## src/rtl/fetch_request_arbiter.sv

```systemverilog
// Collects per-wavefront fetch requests as pending bits and grants one wavefront ID per cycle
// to fetch, round-robin from the last granted ID, over a registered valid/ready slot.
module fetch_request_arbiter #(
  parameter int unsigned WF_PER_CU    = 40,
  parameter int unsigned WF_ID_LENGTH = 6
) (
  input  logic                    clk,
  input  logic                    rst,
  input  logic [WF_PER_CU-1:0]    wave_valid_entries,
  input  logic                    dispatch_new_wf_en,
  input  logic [WF_ID_LENGTH-1:0] dispatch_new_wf_id,
  input  logic                    wf_halt_en,
  input  logic [WF_ID_LENGTH-1:0] wf_halt_id,
  output logic                    fetch_req_valid,
  output logic [WF_ID_LENGTH-1:0] fetch_req_wfid,
  input  logic                    fetch_req_ready,
  output logic [WF_PER_CU-1:0]    pending_bitmap,
  output logic                    dup_req_err
);

  localparam logic [WF_ID_LENGTH-1:0] LastId = WF_ID_LENGTH'(WF_PER_CU - 1);

  logic [WF_PER_CU-1:0]    pending_q, pending_d;
  logic                    valid_q, valid_d;
  logic [WF_ID_LENGTH-1:0] wfid_q, wfid_d;
  logic [WF_ID_LENGTH-1:0] ptr_q, ptr_d;
  logic                    dup_q, dup_d;

  logic [WF_PER_CU-1:0]    set_vec, halt_vec, slot_vec, above_ptr;
  logic [WF_PER_CU-1:0]    cand, cand_hi, load_vec;
  logic [WF_ID_LENGTH-1:0] hi_id, lo_id, pick_id;
  logic                    found_hi, slot_free, load;

  // Per-ID decode; IDs at or beyond WF_PER_CU match no bit and are ignored.
  always_comb begin
    set_vec   = '0;
    halt_vec  = '0;
    slot_vec  = '0;
    above_ptr = '0;
    for (int unsigned i = 0; i < WF_PER_CU; i++) begin
      set_vec[i]   = wave_valid_entries[i] |
                     (dispatch_new_wf_en & (dispatch_new_wf_id == WF_ID_LENGTH'(i)));
      halt_vec[i]  = wf_halt_en & (wf_halt_id == WF_ID_LENGTH'(i));
      slot_vec[i]  = valid_q & (wfid_q == WF_ID_LENGTH'(i));
      above_ptr[i] = WF_ID_LENGTH'(i) > ptr_q;
    end
  end

  // Round-robin pick: lowest candidate above ptr, else lowest overall (ptr itself comes last).
  always_comb begin
    cand     = pending_q & ~halt_vec;
    cand_hi  = cand & above_ptr;
    hi_id    = '0;
    lo_id    = '0;
    found_hi = 1'b0;
    for (int i = int'(WF_PER_CU) - 1; i >= 0; i--) begin
      if (cand_hi[i]) begin
        hi_id    = WF_ID_LENGTH'(i);
        found_hi = 1'b1;
      end
      if (cand[i]) begin
        lo_id = WF_ID_LENGTH'(i);
      end
    end
    pick_id = found_hi ? hi_id : lo_id;
  end

  always_comb begin
    slot_free = ~valid_q | fetch_req_ready;
    load      = slot_free & (|cand);
    load_vec  = load ? ({{(WF_PER_CU-1){1'b0}}, 1'b1} << pick_id) : '0;

    // Halt beats a new request, which beats the clear from a load of the same ID.
    pending_d = ~halt_vec & (set_vec | (pending_q & ~load_vec));

    dup_d = dup_q |
            (|(set_vec & (pending_q | (slot_vec & {WF_PER_CU{~fetch_req_ready}}))));

    valid_d = valid_q;
    wfid_d  = wfid_q;
    ptr_d   = ptr_q;
    if (load) begin
      valid_d = 1'b1;
      wfid_d  = pick_id;
      ptr_d   = pick_id;
    end else if (slot_free) begin
      valid_d = 1'b0;
    end else if (|(halt_vec & slot_vec)) begin
      // Only case where a presented request is withdrawn without ready.
      valid_d = 1'b0;
    end
  end

  always_ff @(posedge clk or negedge rst) begin
    if (!rst) begin
      pending_q <= '0;
      valid_q   <= 1'b0;
      wfid_q    <= '0;
      ptr_q     <= LastId;
      dup_q     <= 1'b0;
    end else begin
      pending_q <= pending_d;
      valid_q   <= valid_d;
      wfid_q    <= wfid_d;
      ptr_q     <= ptr_d;
      dup_q     <= dup_d;
    end
  end

  assign fetch_req_valid = valid_q;
  assign fetch_req_wfid  = wfid_q;
  assign pending_bitmap  = pending_q;
  assign dup_req_err     = dup_q;

endmodule

```

## config.mk

```make
export PLATFORM = sky130hd
export DESIGN_NAME = fetch_request_arbiter
export DESIGN_NICKNAME = d
export VERILOG_FILES = /design/src/rtl/fetch_request_arbiter.sv
export SDC_FILE = /design/constraint.sdc
export NUM_CORES = 1
export LEC_CHECK = 0
export BUFFER_PORTS_ARGS = -buffer_cell sky130_fd_sc_hd__clkbuf_2
export CAP_MARGIN = 20
export CORE_MARGIN = 2
export CORE_UTILIZATION = 44
export CTS_CLUSTER_DIAMETER = 80
export DETAILED_ROUTE_END_ITERATION = 8
export SETUP_SLACK_MARGIN = 0.1
export SLEW_MARGIN = 20
export SYNTH_ARGS = -nofsm -noshare
export SYNTH_HDL_FRONTEND = slang
export SYNTH_SLANG_ARGS = --single-unit
```

## constraint.sdc

```tcl
create_clock -name clk -period 4.4 [get_ports clk]
set_input_delay 0.44 -clock clk [delete_from_list [all_inputs] [get_ports clk]]
set_output_delay 0.44 -clock clk [all_outputs]
set_load 0.01 [all_outputs]
```

# Word-level counts from Yosys, hierarchy flattened
# Cells that the tools add are included.
# classes
n_lt_le_gt_ge,40
eq_ne,117
n_shift,1
muxes,125
n_bitwise,176
n_reduce_logical,7
# op_table
cell,count
6-bit 2-to-1 mux,81
6-bit by 5-bit equality test with 1-bit output (second input constant),48
40-bit AND,7
6-bit by 4-bit equality test with 1-bit output (second input constant),24
6-bit equality test (second input constant),24
1-bit AND,121
40-bit OR reduction,3
5-bit by 6-bit > comparator with 1-bit output (first input constant),16
40-bit inverter,2
40-bit bitwise OR,2
6-bit by 3-bit equality test with 1-bit output (second input constant),12
4-bit by 6-bit > comparator with 1-bit output (first input constant),8
6-bit > comparator (first input constant),8
1-bit 2-to-1 mux,43
1-bit bitwise OR,42
40-bit 2-to-1 mux,1
1-bit by 6-bit left shift with 40-bit output (first input constant),1
6-bit by 2-bit equality test with 1-bit output (second input constant),6
3-bit by 6-bit > comparator with 1-bit output (first input constant),4
6-bit by 1-bit equality test with 1-bit output (second input constant),3
6-bit logical NOT,3
1-bit by 6-bit > comparator with 1-bit output (first input constant),2
2-bit by 6-bit > comparator with 1-bit output (first input constant),2
3-bit nonzero test,1
1-bit inverter,2
# totals
register_bits,54
input_bits,57
word_cells,471

# Longest topological paths before layout
# Gate-level depths: netlist of run 1.
# logic_depth
ltp_word,52
ltp_mapped,14

# Worst setup path before layout of run 1
# No wires, ideal clock.
# synth_path
kind,input port to flip-flop
start,input port wf_halt_id[1]
end,register pending_q[4] (netlist: pending_bitmap[4])
setup_ps,155
arrival_ps,3166
required_time_ps,4245
setup_slack_ps,1079
stages,11
path_buffers,2
path_cell_list,buf_6 > or4b_1 > buf_2 > o2111ai_1 > nand3_1 > nand4bb_1 > and4b_2 > and3_1 > a31oi_1 > nor4b_2 > a311oi_2
# synth_between
elab_chain_cells,52
word_cells_on_any_way,212
# synth_lines
item,line,source
start: declaration,13,"input logic [WF_ID_LENGTH-1:0] wf_halt_id,"
6-bit equality test,43,halt_vec[i] = wf_halt_en & (wf_halt_id == WF_ID_LENGTH'(i));
1-bit AND,43,
40-bit inverter (*),"51, 74",
40-bit AND,51,cand = pending_q & ~halt_vec;
40-bit AND,52,cand_hi = cand & above_ptr;
6-bit 2-to-1 mux or 1-bit 2-to-1 mux (tied branches) (40 in series),57,if (cand_hi[i]) begin
6-bit 2-to-1 mux,65,pick_id = found_hi ? hi_id : lo_id;
1-bit by 6-bit left shift with 40-bit output,71,"load_vec = load ? ({{(WF_PER_CU-1){1'b0}}, 1'b1} << pick_id) : '0;"
40-bit 2-to-1 mux,71,
40-bit inverter,74,pending_d = ~halt_vec & (set_vec | (pending_q & ~load_vec));
40-bit AND,74,
40-bit bitwise OR,74,
40-bit AND (*),74,
named net pending_d[4],23,"logic [WF_PER_CU-1:0] pending_q, pending_d;"
end signal: assignment,102,pending_q <= pending_d;
end: declaration,23,
# The timed path passes the listed nets; every way through them passes the cells marked *.
# A chain may end at the register's enable or synchronous reset.

# Worst setup path in the final report of run 1
# layout_path
start,input port wf_halt_en
end,register pending_q[8] (netlist: pending_bitmap[8])
# layout_between
elab_chain_cells,51
word_cells_on_any_way,172
# layout_lines
item,line,source
start: declaration,12,"input logic wf_halt_en,"
1-bit AND,43,
40-bit inverter (*),"51, 74",
40-bit AND,51,
40-bit AND,52,
6-bit 2-to-1 mux or 1-bit 2-to-1 mux (tied branches) (40 in series),57,
6-bit 2-to-1 mux,65,
1-bit by 6-bit left shift with 40-bit output,71,
40-bit 2-to-1 mux,71,
40-bit inverter,74,
40-bit AND,74,
40-bit bitwise OR,74,
40-bit AND (*),74,
named net pending_d[8],23,
# Marked as above.

==> results of run 1 <==
[power by group through the flow]
stage               Sequential, mW  Combinational [mW]  Clock (mW)
global placement             0.894                1.97           0
CTS                          0.877                1.96       0.494
finish                       0.909                2.03       0.499
floorplan                    0.688                1.35           0
global route                 0.912                2.13       0.521
detailed placement           0.885                1.95           0
[routing by layer]
layer	vias to the layer above	track usage (%)	part of all wire [%]	wire length [um]
met5	-	0	0	0
met4	0	24.2	6.8	2350
li1	3785	-	-	-
met3	144	7.59	11	3760
met1	4103	56.3	39	13400
met2	673	62.0	43	14800
[registers in the layout, summed over array words and instances, names as in the netlist]
register,cells
fetch_req_wfid,6
dup_req_err,1
ptr_q,4
fetch_req_valid,1
pending_bitmap,40
[path summary, 6_finish.rpt]
| check | start | to | slack [ns] | cells after the start |
|---|---|---|---|---|
| worst max-delay path | wf_halt_en | pending_bitmap[8] | 0.42 | 11 |
| worst min-delay path | rst | pending_bitmap[13] | 0.25 | 2 |
| worst max register to register | fetch_req_wfid[3] | pending_bitmap[8] | 0.47 | 9 |
| worst min register to register | fetch_req_wfid[5] | fetch_req_wfid[5] | 0.61 | 2 |
| max in group asynchronous | rst | fetch_req_wfid[0] | 3.65 | 2 |
| min in group clk | wave_valid_entries[16] | pending_bitmap[16] | 0.46 | 3 |
[area by class of cell]
type / count / area (um^2) / share of cell area [%]
Tap cell: 184 / 230 / 3.01
Multi-Input combinational cell: 761 / 4870 / 63.6
Clock buffer: 7 / 153 / 2.00
Clock inverter: 1 / 30.0 / 0.392
Inverter: 35 / 131 / 1.72
Sequential cell: 52 / 1310 / 17.1
Timing Repair Buffer: 159 / 933 / 12.2
[cell usage in the layout, fill, tap and decap left out, types with 17 or more instances in the layout]
cell and n:
clkbuf_2 104, a21oi_1 102, nor2_1 82, buf_4 55
nand2_1 52, dfrtp_1 48, o21ai_0 47, a31oi_1 47
o22ai_1 37, inv_1 34, nor3_1 24, a21o_1 24
nor2b_1 23, nand3_1 22, nand2b_1 19, o211ai_1 17
[critical path: cells and delay by family]
kind	cells	cell delay (ns)
AND/OR/NAND/NOR	3	1.18
buffers and inverters	2	0.37
AO/OA/AOI/OAI	6	2.16
[logic make-up after synthesis]
group / count (synthesis)
and+or+nand+nor: 329
muxes: 9
DFF: 52
AOI/OAI and AO/OA: 422
buffers and inverters: 98
xor gates and xnor gates: 1
==> results.py, run 1 <==
metrics = {
    "layout": {
        "fillerInstances": 1431,
        "fin_cells": 1199,
        "nNetsFinal": 1071,
        "stdcell_area_um2": 7650,
        "drive_above_1_share_pct": 21.4,
        "final_core_util_pct": 52.4,
        "diodes": 0,
        "areaGrowthSynthToFinish_pct": 15.9,
    },
    "sta": {
        "fin_worst_skew_ns": 0.00766,
        "setup_viol": 0,
        "finalMaxSlewViolations": 0,
        "holdWs_ns": 0.251,
        "timing.slew.headroom_pct": 35.4,
        "period_minus_slack_ns": 3.98,
        "setup_tns_ns": 0,
        "rsz0062_at_grt": "no",
        "setup_ws_ns": 0.421,
        "timing_hold_violations_final": 0,
        "fin_crit_sh_pct": 90.4,
        "fmax_mhz": 251,
        "tightest_slew_ns": 0.944,
    },
    "placement": {
        "dp.cells": 1191,
        "port_buffers": 104,
        "place_ws_ns": 0.333,
        "place.gp.congestion": 1.06,
        "placed_area_um2": 7470,
        "dp_hpwl_mm": 26.9,
    },
    "pwr": {
        "internal_power_mw": 1.55,
        "p_per_area_nw_per_um2": 450,
        "finalPower_mw": 3.44,
        "pwr-share-comb_pct": 59.1,
        "netSwitchingFraction_pct": 55.0,
        "clkPwrFrac_pct": 14.5,
        "irDropWorstVdd_mv": 0.239,
        "power_leakage_nw": 2.94,
        "net-switching-power_mw": 1.89,
        "seqPwrFrac_pct": 26.4,
    },
    "routing": {
        "viasPerCell": 7.26,
        "postRouteAntennaNets": 0,
        "vias": 8705,
        "drtPass1Iterations": 6,
        "drt_wl_total_mm": 34.4,
        "wl_per_cell_um": 28.7,
        "drc": 0,
        "initialDrtViolationCount": 1254,
    },
    "logic_synthesis": {
        "synth_compound_area_share_pct": 44.0,
        "syn_area_um2": 6600,
        "syn_area_per_cell_um2": 7.25,
        "synth_area_leaders": "dfrtp_1, a21oi_1, nor2_1, a31oi_1, o21ai_0",
        "yosys.cell_count.top_type": "a21oi_1",
        "synthDistinctLibCells": 96,
        "yosysTopAreaCell": "dfrtp_1",
        "synthFlopType": "dfrtp_1",
        "yosysSeqAreaShare_pct": 19.8,
        "synth_top_cells_by_count": "a21oi_1, nor2_1, nand2_1, dfrtp_1",
        "synth_edf_count": 0,
        "yosysWarnings": 0,
        "synthAdderAreaFrac_pct": 0,
        "synth_fp_nets": 968,
        "ys_ff_latch": 52,
        "synth_top_family_by_area": "compound AO/OA/AOI/OAI gates",
        "synthXorXnorAreaFrac_pct": 0.133,
        "synth-simple-area-share_pct": 28.2,
        "async_flop_share_pct": 100,
        "synthCells": 911,
        "synthMuxAreaShare_pct": 1.38,
        "yosysTopAreaCellShare_pct": 18.2,
    },
    "clock_tree": {
        "clkLatencyLatePin_ns": 0.31,
        "numCtsBuffers": 5,
        "cts-htree-levels": 2,
        "post_cts_resized": 0,
        "clk_path_buf_depth": 2,
        "cts.sinks": 52,
        "tritoncts": "done",
        "root_buffer": "clkbuf_16",
        "clk_pin_slew_ns": 0.07,
        "cts_hold_buf": 0,
        "cts_setup_buffers": 0,
    },
    "critical_path": {
        "max_stage_delay_ns": 0.89,
        "cp_common_cell": "a31oi_1",
        "worstPathCellList": "clkbuf_2, buf_4, and3_1, nand3_1, a2111oi_0, o21ai_0, o211ai_1, a21oi_1, a31oi_1, and4b_1, a31oi_1",
        "slowest_stage": "a2111oi_0",
        "cp_max_fo": 7,
        "end_kind": "flip-flop",
        "worstSetupStartpointType": "input port",
        "crit_type": "input port to flip-flop",
        "worst_ep_arrival_time_ns": 4.15,
        "required_ns": 4.57,
    },
    "floorplan": {
        "start_util_pct": 45.3,
        "io-pin-count": 105,
        "dieHeight_um": 127,
        "row_count": 44,
        "dieArea_um2": 16000,
        "core_um2": 14600,
        "dieWidth_um": 127,
    },
    "run_status": {
        "outcome": "completed",
    },
    "grt": {
        "first_global_vias": 7968,
        "grt_pass1_wl_mm": 50.2,
        "track_usage_pct": 41.6,
        "antenna_found_initial": 1,
        "grt_max_degree": 53,
        "grt_overflow": 0,
    },
    "hold_path": {
        "hold_class": "input port to asynchronous set/reset pin",
    },
    "job": {
        "max-cap-violations": 0,
    },
}
Note: power is estimated with default switching activity, not from simulation.
==> run 2, diff against run 1 <==
--- a/config.mk
+++ b/config.mk
@@ -7,6 +7,7 @@
 export LEC_CHECK = 0
 export BUFFER_PORTS_ARGS = -buffer_cell sky130_fd_sc_hd__clkbuf_2
 export CAP_MARGIN = 20
+export CORE_ASPECT_RATIO = 1.4
 export CORE_MARGIN = 2
 export CORE_UTILIZATION = 44
 export CTS_CLUSTER_DIAMETER = 80
==> constraint.sdc (replaced) <==
create_clock -name clk -period 4.4 [get_ports clk]
set_input_delay 0.44 -clock clk [delete_from_list [all_inputs] [get_ports clk]]
set_output_delay 0.44 -clock clk [all_outputs]
set_load 0.02 [all_outputs]
==> run 2 against run 1 <==
Net effect:
- non-clock buffer count rose by 8
- critical path depth fell by 1
- design area increased by 1.1%
- sequential cell count did not move
- wire length grew 4.1%
==> results.py, run 2 (synthesis results as in run 1) <==
metrics = {
    "grt": {
        "antenna_found_initial": 0,
        "grt_overflow": 0,
        "first_global_vias": 8166,
        "track_usage_pct": 44.0,
        "grt_max_degree": 53,
        "grt_pass1_wl_mm": 52.0,
    },
    "critical_path": {
        "worst_ep_arrival_time_ns": 4.15,
        "end_kind": "flip-flop",
        "crit_type": "flip-flop to flip-flop",
        "cp_max_fo": 11,
        "timing.rr.start": "fetch_req_wfid[4]",
        "required_ns": 4.56,
        "critPathLaunch": "fetch_req_wfid[4]",
        "worstSetupStartpointType": "flip-flop",
    },
    "hold_path": {
        "hold_class": "input port to asynchronous set/reset pin",
    },
    "layout": {
        "nNetsFinal": 1079,
        "final_core_util_pct": 52.1,
        "largest_register_ff_count": 40,
        "drive_above_1_share_pct": 22.0,
        "final_common_cell": "clkbuf_2",
        "areaGrowthSynthToFinish_pct": 17.1,
        "fin_cells": 1215,
        "diodes": 0,
        "mostFrequentLayoutCells": "clkbuf_2, a21oi_1, nor2_1",
    },
    "pwr": {
        "irDropWorstVdd_mv": 0.349,
        "power_leakage_nw": 2.98,
        "finalPower_mw": 3.62,
        "p_per_area_nw_per_um2": 468,
    },
    "sta": {
        "timing.slew.headroom_pct": 28.0,
        "setup_viol": 0,
        "rsz0062_at_grt": "no",
        "setup_tns_ns": 0,
        "timing_hold_violations_final": 0,
        "fin_crit_sh_pct": 90.5,
        "fmax_mhz": 251,
        "fin_worst_skew_ns": 0.00541,
        "finalMaxSlewViolations": 0,
        "period_minus_slack_ns": 3.98,
        "tightest_slew_ns": 1.07,
    },
    "routing": {
        "drtPass1Iterations": 5,
        "vias": 8823,
        "drt_wl_total_mm": 35.8,
        "postRouteAntennaNets": 0,
        "wl_per_cell_um": 29.4,
        "viasPerCell": 7.26,
        "drc": 0,
        "initialDrtViolationCount": 1045,
    },
    "placement": {
        "place.gp.congestion": 1.03,
        "dp.cells": 1207,
        "dp_hpwl_mm": 28.4,
        "port_buffers": 104,
    },
    "clock_tree": {
        "clk_pin_slew_ns": 0.08,
        "post_cts_resized": 0,
        "numCtsBuffers": 5,
        "cts_hold_buf": 0,
        "cts.sinks": 52,
        "clk_path_buf_depth": 2,
        "clkLatencyLatePin_ns": 0.30,
        "root_buffer": "clkbuf_16",
        "cts_setup_buffers": 0,
        "cts-htree-levels": 2,
        "tritoncts": "done",
    },
    "job": {
        "max-cap-violations": 0,
    },
    "floorplan": {
        "start_util_pct": 44.4,
        "core_um2": 14900,
        "dieWidth_um": 108,
        "dieArea_um2": 16000,
        "row_count": 53,
        "io-pin-count": 105,
        "dieHeight_um": 149,
    },
    "run_status": {
        "outcome": "completed",
    },
}
-- run 2: cell count changes in the layout (fill, tap and decap cells not counted), sizes merged --
cell	change
buf	+8
-- run 2: final timing paths --
path	end	slack, ns	cells past startpoint
setup / recovery	pending_bitmap[12]	0.42	10
max in group asynchronous	pending_bitmap[30]	3.62	2
min in group clk	pending_bitmap[0]	0.47	3
setup reg to reg	pending_bitmap[12]	0.42	10
hold reg to reg	fetch_req_wfid[5]	0.62	2
hold / removal	fetch_req_wfid[0]	0.27	2
-- run 2: area by class of cell --
class	instances	area [um^2]
clock buffer	7	153
clock inverter	1	30.0
fill	1562	7120
inverter	35	131
multi-input combinational	761	4870
sequential	52	1310
tap	192	240
timing repair buffer	167	1010
-- run 2: layer usage --
layer | vias to the layer above | share of wire, % | global-route usage (%)
met5 | - | 0 | 0
met1 | 4157 | 36 | 53.8
met2 | 659 | 45 | 69.5
met3 | 189 | 9.0 | 5.64
li1 | 3818 | - | -
met4 | 0 | 9.6 | 33.7
-- run 2: critical path, cell delays in order (launching register included) --
cell	delay, ns
dfrtp_1	0.57
nor2_1	0.54
o211ai_1	0.24
o21ai_0	0.55
nor2_1	0.17
and4b_2	0.33
and3_1	0.23
a211oi_2	0.55
nor4b_2	0.31
buf_4	0.23
a31oi_1	0.11
-- run 2: per-stage QoR --
stage          hold WS (ns)  area, um^2  setup slack, ns
5_1_grt               0.336        7730            0.279
4_1_cts               0.296        7730            0.532
3_5_place_dp          0.585        7550            0.380
6_report              0.270        7730            0.417
3_3_place_gp          0.583        7550            0.383
2_1_floorplan         0.144        6600             1.08
-- run 2: where the power goes --
part	switching [mW]	total, mW	internal, mW
combinational	1.48	2.25	0.766
clock	0.196	0.497	0.301
sequential	0.305	0.879	0.574
total	1.98	3.62	1.64
==> run 3, diff against run 2 <==
--- a/config.mk
+++ b/config.mk
@@ -8,7 +8,6 @@
 export BUFFER_PORTS_ARGS = -buffer_cell sky130_fd_sc_hd__clkbuf_2
 export CAP_MARGIN = 20
 export CORE_ASPECT_RATIO = 1.4
-export CORE_MARGIN = 2
 export CORE_UTILIZATION = 44
 export CTS_CLUSTER_DIAMETER = 80
 export DETAILED_ROUTE_END_ITERATION = 8
==> constraint.sdc (replaced) <==
create_clock -name clk -period 4.4 [get_ports clk]
set_input_delay 0.88 -clock clk [delete_from_list [all_inputs] [get_ports clk]]
set_output_delay 0.88 -clock clk [all_outputs]
set_load 0.02 [all_outputs]
==> run 3 against run 2 <==
Net effect:
- first-iteration DRC count rose by 5.6%
- largest power group unchanged
- power rose by 3.9%
- maximum frequency fell by 5.2%
- clock power fell by 3%
- critical endpoint is now pending_bitmap[10]
==> results.py, run 3 (synthesis results as in run 1) <==
metrics = {
    "run_status": {
        "outcome": "completed",
    },
    "layout": {
        "largest_register_ff_count": 40,
        "fillerInstances": 1540,
        "stdcell_area_um2": 8090,
        "final_common_cell": "buf_4",
        "mostFrequentLayoutCells": "buf_4, clkbuf_2, a21oi_1",
        "nNetsFinal": 1125,
        "areaGrowthSynthToFinish_pct": 22.5,
        "drive_above_1_share_pct": 25.4,
        "diodes": 0,
        "fin_cells": 1258,
        "multi_input_area_um2": 4870,
        "seq_area_um2": 1310,
    },
    "clock_tree": {
        "cts_setup_buffers": 0,
        "clk_pin_slew_ns": 0.07,
        "numCtsBuffers": 5,
        "tritoncts": "done",
        "cts-htree-levels": 2,
        "cts_hold_buf": 0,
        "post_cts_resized": 0,
        "cts.sinks": 52,
        "clkLatencyLatePin_ns": 0.31,
        "root_buffer": "clkbuf_16",
        "clk_path_buf_depth": 2,
    },
    "sta": {
        "fin_crit_sh_pct": 95.5,
        "fin_worst_skew_ns": 0.00851,
        "setup_tns_ns": 0,
        "tightest_slew_ns": 1.24,
        "setup_viol": 0,
        "period_minus_slack_ns": 4.20,
        "finalMaxSlewViolations": 0,
        "holdWs_ns": 0.610,
        "fmax_mhz": 238,
        "timing.slew.headroom_pct": 16.8,
        "rsz0062_at_grt": "no",
        "timing_hold_violations_final": 0,
    },
    "critical_path": {
        "required_ns": 4.60,
        "end_kind": "flip-flop",
        "worstSetupStartpointType": "input port",
        "crit_type": "input port to flip-flop",
        "worst_ep_arrival_time_ns": 4.40,
        "cp_max_fo": 15,
    },
    "routing": {
        "postRouteAntennaNets": 0,
        "vias": 8920,
        "initialDrtViolationCount": 1104,
        "drt_wl_total_mm": 35.8,
        "drc": 0,
        "drtPass1Iterations": 5,
        "wl_per_cell_um": 28.4,
        "viasPerCell": 7.09,
    },
    "pwr": {
        "internal_power_mw": 1.76,
        "power_leakage_nw": 3.21,
        "seqPwrFrac_pct": 22.5,
        "netSwitchingFraction_pct": 53.2,
        "p_per_area_nw_per_um2": 465,
        "irDropWorstVdd_mv": 0.467,
        "finalPower_mw": 3.76,
        "clkPwrFrac_pct": 12.9,
        "net-switching-power_mw": 2.00,
        "pwr-share-comb_pct": 64.6,
    },
    "grt": {
        "first_global_vias": 8523,
        "grt_max_degree": 53,
        "antenna_found_initial": 0,
        "grt_pass1_wl_mm": 52.6,
        "grt_overflow": 0,
        "track_usage_pct": 45.8,
    },
    "job": {
        "max-cap-violations": 0,
    },
    "floorplan": {
        "dieArea_um2": 15500,
        "core_um2": 14600,
        "dieHeight_um": 147,
        "io-pin-count": 105,
        "row_count": 52,
        "start_util_pct": 45.3,
        "dieWidth_um": 106,
    },
    "hold_path": {
        "hold_class": "flip-flop to flip-flop",
    },
    "placement": {
        "placed_area_um2": 7910,
        "place.gp.congestion": 1.04,
        "dp_hpwl_mm": 28.7,
        "dp.cells": 1250,
        "port_buffers": 104,
    },
}
## run 3: changes by cell type in the layout (fill, tap and decap cells not counted)
| cell | before | now |
|---|---|---|
| buf_12 | 1 | 2 |
| buf_4 | 62 | 107 |
| clkinv_4 | 0 | 1 |
| nor4_2 | 1 | 2 |
| nor4_1 | 14 | 13 |
| clkbuf_8 | 2 | 1 |
## run 3: metrics by stage
| step | util, % | worst slack, ns |
|---|---|---|
| 6_report | 55.5 | 0.197 |
| 5_1_grt | 55.5 | 0.160 |
| 4_1_cts | 55.5 | 0.307 |
| 3_5_place_dp | 54.2 | 0.00729 |
| 3_3_place_gp | 54.2 | -0.0498 |
| 2_1_floorplan | - | 0.639 |
## run 3: worst paths after layout
path	from	to	slack [ns]	cells past startpoint
worst min register to register	fetch_req_wfid[5]	fetch_req_wfid[5]	0.61	2
worst max-delay path	wf_halt_id[0]	pending_bitmap[10]	0.20	12
worst max register to register	fetch_req_wfid[3]	pending_bitmap[10]	0.46	10
min in group asynchronous	rst	pending_bitmap[13]	0.70	2
max in group asynchronous	rst	fetch_req_valid	3.22	2
worst min-delay path	fetch_req_wfid[5]	fetch_req_wfid[5]	0.61	2
## run 3: critical path, stage by stage
cell	delay [ns]
clkbuf_2	0.20
buf_4	0.27
buf_4	0.26
and2_1	0.29
nand3_1	0.27
a211o_1	0.45
o21ai_0	0.41
a41o_1	0.25
o31a_1	0.56
nor3_2	0.09
buf_4	0.19
a311oi_1	0.27
## run 3: cell type report
type / instances / area share, %
Clock buffer: 6 / 1.72
Clock inverter: 2 / 0.480
Inverter: 35 / 1.62
Multi-Input combinational cell: 761 / 60.2
Sequential cell: 52 / 16.1
Tap cell: 189 / 2.92
Timing Repair Buffer: 213 / 16.9
## run 3: routing by layer
metal,routed length [um],part of all wire [%],GRT usage [%]
met5,0,0,0
met4,2730,7.6,31.4
met3,3260,9.1,5.63
met2,17000,48,76.7
met1,12800,36,54.6
## run 3: power by group through the flow
stage	combinational (mW)	clock, mW	sequential, mW
after global routing	2.54	0.500	0.844
after global placement	2.34	0	0.837
after detailed placement	2.34	0	0.832
final	2.43	0.484	0.847
after CTS	2.36	0.482	0.822
after floorplan	1.35	0	0.738
